<file path="config.mk">
export PLATFORM = sky130hd
export DESIGN_NAME = dino_motion_engine
export DESIGN_NICKNAME = d
export VERILOG_FILES = /design/src/rtl/dino_pkg.sv /design/src/rtl/frame_tick_gen.sv /design/src/rtl/dino_motion_engine.sv
export SDC_FILE = /design/constraint.sdc
export NUM_CORES = 1
export LEC_CHECK = 0
export BUFFER_PORTS_ARGS = -buffer_cell sky130_fd_sc_hd__buf_4
export CORE_MARGIN = 2
export CORE_UTILIZATION = 44
export DETAILED_ROUTE_END_ITERATION = 6
export PLACE_DENSITY = 0.66
export SLEW_MARGIN = 15
export SYNTH_ARGS = -nofsm -noshare
export SYNTH_HDL_FRONTEND = slang
export SYNTH_SLANG_ARGS = --single-unit
</file>
<file path="constraint.sdc">
create_clock -name clk -period 3.3 [get_ports clk]
set_clock_uncertainty 0.1 [all_clocks]
set_input_delay 0.33 -clock clk [delete_from_list [all_inputs] [get_ports clk]]
set_output_delay 0.33 -clock clk [all_outputs]
set_load 0.02 [all_outputs]
</file>
<file path="src/rtl/dino_pkg.sv">
// Shared types and constants for the dino motion engine.
package dino_pkg;

  typedef enum logic [1:0] {
    RUN  = 2'd0,
    JUMP = 2'd1,
    DUCK = 2'd2,
    DEAD = 2'd3
  } pose_e;

  typedef logic [7:0]        coord_t;
  typedef logic signed [6:0] vel_t;

  localparam logic [9:0]  VACTIVE  = 10'd480;
  localparam int unsigned SPRITE_W = 32;
  localparam int unsigned SPRITE_H = 32;

endpackage

</file>
<file path="src/rtl/frame_tick_gen.sv">
// Emits a one-cycle tick on the first line of vertical blanking.
module frame_tick_gen
  import dino_pkg::*;
(
  input  logic       clk,
  input  logic       reset,
  input  logic [9:0] vcount,
  output logic       tick
);

  logic vblank;
  logic vblank_q;

  assign vblank = (vcount >= VACTIVE);

  always_ff @(posedge clk) begin
    if (reset) vblank_q <= 1'b0;
    else       vblank_q <= vblank;
  end

  assign tick = vblank & ~vblank_q;

endmodule

</file>
<file path="src/rtl/dino_motion_engine.sv">
// Per-frame dino jump/duck physics and cactus scroll feeding the sprite renderer.
// Optional AABB collision detection is enabled by defining COLLISION_DETECT_EN.
module dino_motion_engine
  import dino_pkg::*;
#(
  parameter coord_t     GROUND_Y      = 8'd100,
  parameter coord_t     DINO_X        = 8'd100,
  parameter logic [5:0] JUMP_V0       = 6'd12,
  parameter logic [5:0] GRAVITY       = 6'd1,
  parameter coord_t     CAC_SPEED     = 8'd4,
  parameter coord_t     CAC_RESPAWN_X = 8'd255
) (
  input  logic       clk,
  input  logic       reset,
  input  logic [9:0] vcount,
  input  logic       jump_req,
  input  logic       duck_req,
  input  logic       pause,
  output logic [7:0] dino_x,
  output logic [7:0] dino_y,
  output logic [1:0] pose,
  output logic [7:0] s_cac_x,
  output logic [7:0] s_cac_y,
  output logic       update_valid,
  output logic       game_over
);

  logic       tick;
  logic       advance;
  logic       jump_now;
  logic       jump_pend_q;
  logic       upd_q;
  pose_e      state_q, state_mv, state_d;
  coord_t     y_q, y_d;
  coord_t     cx_q, cx_d;
  vel_t       vel_q, vel_d;
  logic [8:0] y_step;

  frame_tick_gen u_tick (
    .clk    (clk),
    .reset  (reset),
    .vcount (vcount),
    .tick   (tick)
  );

  assign advance = tick & ~pause & (state_q != DEAD);

  always_comb begin
    jump_now = jump_pend_q | jump_req;
    y_step   = {1'b0, y_q} - {{2{vel_q[6]}}, vel_q};
    state_mv = state_q;
    y_d      = y_q;
    vel_d    = vel_q;
    cx_d     = ({1'b0, cx_q} < {1'b0, CAC_SPEED}) ? CAC_RESPAWN_X : cx_q - CAC_SPEED;
    case (state_q)
      RUN, DUCK: begin
        if (jump_now) begin
          // take-off applies the first velocity step in the same tick
          state_mv = JUMP;
          y_d      = y_q - {2'b00, JUMP_V0};
          vel_d    = $signed({1'b0, JUMP_V0}) - $signed({1'b0, GRAVITY});
        end else begin
          state_mv = duck_req ? DUCK : RUN;
        end
      end
      JUMP: begin
        if ($signed(y_step) >= $signed({1'b0, GROUND_Y})) begin
          state_mv = RUN;
          y_d      = GROUND_Y;
          vel_d    = '0;
        end else begin
          y_d      = y_step[7:0];
          vel_d    = vel_q - $signed({1'b0, GRAVITY});
        end
      end
      default: ;
    endcase
  end

`ifdef COLLISION_DETECT_EN
  logic       hit;
  logic       go_q;
  logic [8:0] d_left, d_right, d_top, d_bot;
  logic [8:0] c_left, c_right, c_top, c_bot;

  // overlap is judged on the positions about to be published
  always_comb begin
    d_left  = {1'b0, DINO_X};
    d_right = {1'b0, DINO_X} + 9'(SPRITE_W);
    d_top   = {1'b0, y_d} + ((state_mv == DUCK) ? 9'(SPRITE_H / 2) : 9'd0);
    d_bot   = {1'b0, y_d} + 9'(SPRITE_H);
    c_left  = {1'b0, cx_d};
    c_right = {1'b0, cx_d} + 9'(SPRITE_W);
    c_top   = {1'b0, GROUND_Y};
    c_bot   = {1'b0, GROUND_Y} + 9'(SPRITE_H);
    hit     = (d_left < c_right) && (c_left < d_right) &&
              (d_top < c_bot) && (c_top < d_bot);
  end

  assign state_d = hit ? DEAD : state_mv;

  always_ff @(posedge clk) begin
    if (reset)        go_q <= 1'b0;
    else if (advance) go_q <= go_q | hit;
  end

  assign game_over = go_q;
`else
  assign state_d   = state_mv;
  assign game_over = 1'b0;
`endif

  always_ff @(posedge clk) begin
    if (reset) begin
      state_q     <= RUN;
      y_q         <= GROUND_Y;
      vel_q       <= '0;
      cx_q        <= CAC_RESPAWN_X;
      jump_pend_q <= 1'b0;
      upd_q       <= 1'b0;
    end else begin
      upd_q <= advance;
      if (tick)          jump_pend_q <= 1'b0;
      else if (jump_req) jump_pend_q <= 1'b1;
      if (advance) begin
        state_q <= state_d;
        y_q     <= y_d;
        vel_q   <= vel_d;
        cx_q    <= cx_d;
      end
    end
  end

  assign dino_x       = DINO_X;
  assign dino_y       = y_q;
  assign pose         = state_q;
  assign s_cac_x      = cx_q;
  assign s_cac_y      = GROUND_Y;
  assign update_valid = upd_q;

endmodule
</file>
==> flow_summary_export.csv <==
group,metric,value,unit
placed_design,dp_hpwl,3020,um
cts,postCtsSetupBuffers,0,
worst_setup_path,endpoint_kind,"flop",
layout,n_antenna_cell,0,
yosys,ys_seq_area_share,29.2,%
power,ir_drop,0.168,mV
floorplanning,dieArea,4740,um^2
route,viasPerCell,5.24,
worst_setup_path,worstPathMaxFanout,7,
cts,clk_latency,0.27,ns
cts,path_clk_slew,0.10,ns
global_routing,grt_pass1_wl,6400,um
yosys,ys_types,51,
floorplanning,num_io_pins,51,
yosys,synth_edf_count,0,
cts,numCtsBuffers,3,
placed_design,portBuffers,28,
global_routing,grt_max_degree,18,
layout,layout.nets,277,
placed_design,gp_congestion,0.797,
timing,fmax,367,MHz
layout,layout-drive-gt1-share,17.3,%
worst_setup_path,critPathLaunchType,"flop",
cts,htreeDepth,1,
global_routing,gr-usage-all-layers,17.8,%
floorplanning,coreArea,4030,um^2
timing,fin_crit_sh,82.5,%
global_routing,antenna_found_initial,0,
route,wl_per_cell,12.9,um
timing,grt_setup_unrepaired,"no",
route,drt_iter0_drc,73,
floorplanning,die_y,68.9,um
layout,layout_common_cells,"buf_4 (28), dfxtp_1 (27), nand2_1 (22)",
power,p_leak,0.905,nW
yosys,synthesis.area,1850,um^2
timing,tns,0,ns
layout,utilization,51.4,%
cts,root_buffer,"clkbuf_8",
yosys,syn_inst,226,
timing,maxSlewViolCount,0,
yosys,async_reset_ff_share,0,%
cts,clockBufferDepth,2,
layout,layout_commonest_cell,"buf_4",
yosys,yosysWarnings,0,
timing,layout_setup_ws,0.577,ns
worst_hold_path,min-delay-path-class,"input port to flop",
route,drt-total-wl,3870,um
layout,areaGrowthSynthToFinish,11.8,%
route,drc,0,
yosys,synth_seq_cells,27,
timing,hold_violations,0,
global_routing,grt_pass1_vias,1368,
yosys,ys.flop_type,"dfxtp_1",
placed_design,place_ws,0.612,ns
worst_setup_path,crit_type,"flop to flop",
timing,finalSetupViolCount,0,
floorplanning,num_rows,23,
cts,cts_tree,"yes",
route,vias,1567,
route,drt_pass1_iterations,4,
worst_setup_path,crit_arrival,2.83,ns
cts,hold_buffers,0,
cts,cts.sink_count,27,
worst_setup_path,critPathRequiredTime,3.41,ns
floorplanning,die_x,68.9,um
flow_run,maxCapViolations,0,
yosys,syn_area_per_cell,8.19,um^2
timing,period_needed,2.72,ns
floorplanning,start_util,46.0,%
global_routing,gr-total-overflow,0,
power,powerDensity,381,nW/um^2
route,postRouteAntennaNets,0,
status,status,"complete, no violations",
cts,cts_resized,0,
## registers in the layout (all words and copies together) (netlist names)
name,flops
dino_y,8
pose,2
update_valid,1
u_tick.vblank_q,1
s_cac_x,7
vel_q,7
jump_pend_q,1
## report_power, final
group	internal (mW)	total (mW)	switching [mW]
clock	0.0856	0.191	0.105
sequential	0.339	0.355	0.0165
combinational	0.0930	0.244	0.151
total	0.517	0.790	0.273
## synthesized netlist by cell type (3+ instances only)
| library cell | number | area share (%) |
|---|---|---|
| nand2b_1 | 7 | 2.4 |
| nand3_1 | 6 | 1.6 |
| inv_1 | 15 | 3.0 |
| nand2_1 | 22 | 4.5 |
| a21oi_1 | 15 | 4.1 |
| a211o_1 | 5 | 2.4 |
| or3_1 | 3 | 1.0 |
| nor3_1 | 6 | 1.6 |
| nor2_1 | 13 | 2.6 |
| a21o_1 | 5 | 2.0 |
| o21ai_0 | 11 | 3.0 |
| ha_1 | 11 | 7.4 |
| a221oi_1 | 3 | 1.4 |
| xnor2_1 | 10 | 4.7 |
| clkbuf_1 | 5 | 1.0 |
| buf_4 | 18 | 7.3 |
| a211oi_1 | 3 | 1.2 |
| dfxtp_1 | 27 | 29 |
## metal layers
layer,track usage (%),up-vias,share of wire (%)
li1,-,819,-
met1,24.9,715,50
met4,5.15,0,0.88
met3,2.44,2,2.7
met5,0,-,0
met2,28.7,31,47
## cell type report
| cell class | count | area [um^2] |
|---|---|---|
| clock inverter | 1 | 7.51 |
| sequential | 27 | 541 |
| timing repair buffer | 28 | 210 |
| fill | 410 | 1960 |
| clock buffer | 3 | 41.3 |
| multi-input combinational | 175 | 1150 |
| inverter | 15 | 56.3 |
| tap | 50 | 62.6 |
## worst paths after layout
| path | endpoint | cells past startpoint | slack (ns) | start |
|---|---|---|---|---|
| max reg2reg | dino_y[0] | 11 | 0.58 | dino_y[0] |
| min | u_tick.vblank_q | 3 | 0.19 | vcount[9] |
| max | dino_y[0] | 11 | 0.58 | dino_y[0] |
| min reg2reg | dino_y[0] | 2 | 0.38 | dino_y[0] |
## worst max-delay path: stages, from the launching register on
cell and delay [ns]:
dfxtp_1 0.33, inv_1 0.05, ha_1 0.16, inv_1 0.05, fa_1 0.46, a211oi_1 0.25
o21ai_1 0.13, o31ai_1 0.28, xnor2_1 0.19, o21a_2 0.20, or3_1 0.32, a21oi_1 0.14
## through the flow
step / hold slack [ns] / cell area, um^2 / cells / total power, mW
floorplan: 0.372 / 1910 / 241 / 0.560
global placement: 0.353 / 2020 / 295 / 0.604
detailed placement: 0.368 / 2020 / 295 / 0.606
CTS: 0.195 / 2070 / 299 / 0.798
global route: 0.219 / 2070 / 299 / 0.841
finish: 0.191 / 2070 / 299 / 0.790
## cell families after synthesis
family	synth area share, %
XOR/XNOR	5.68
adder cells (fa/ha/maj)	8.51
AO/OA/AOI/OAI	25.4
AND/OR/NAND/NOR	19.2
buffers and inverters	11.6
flip-flops	29.2
other	0.406
Power figures use the tool's default switching activity.
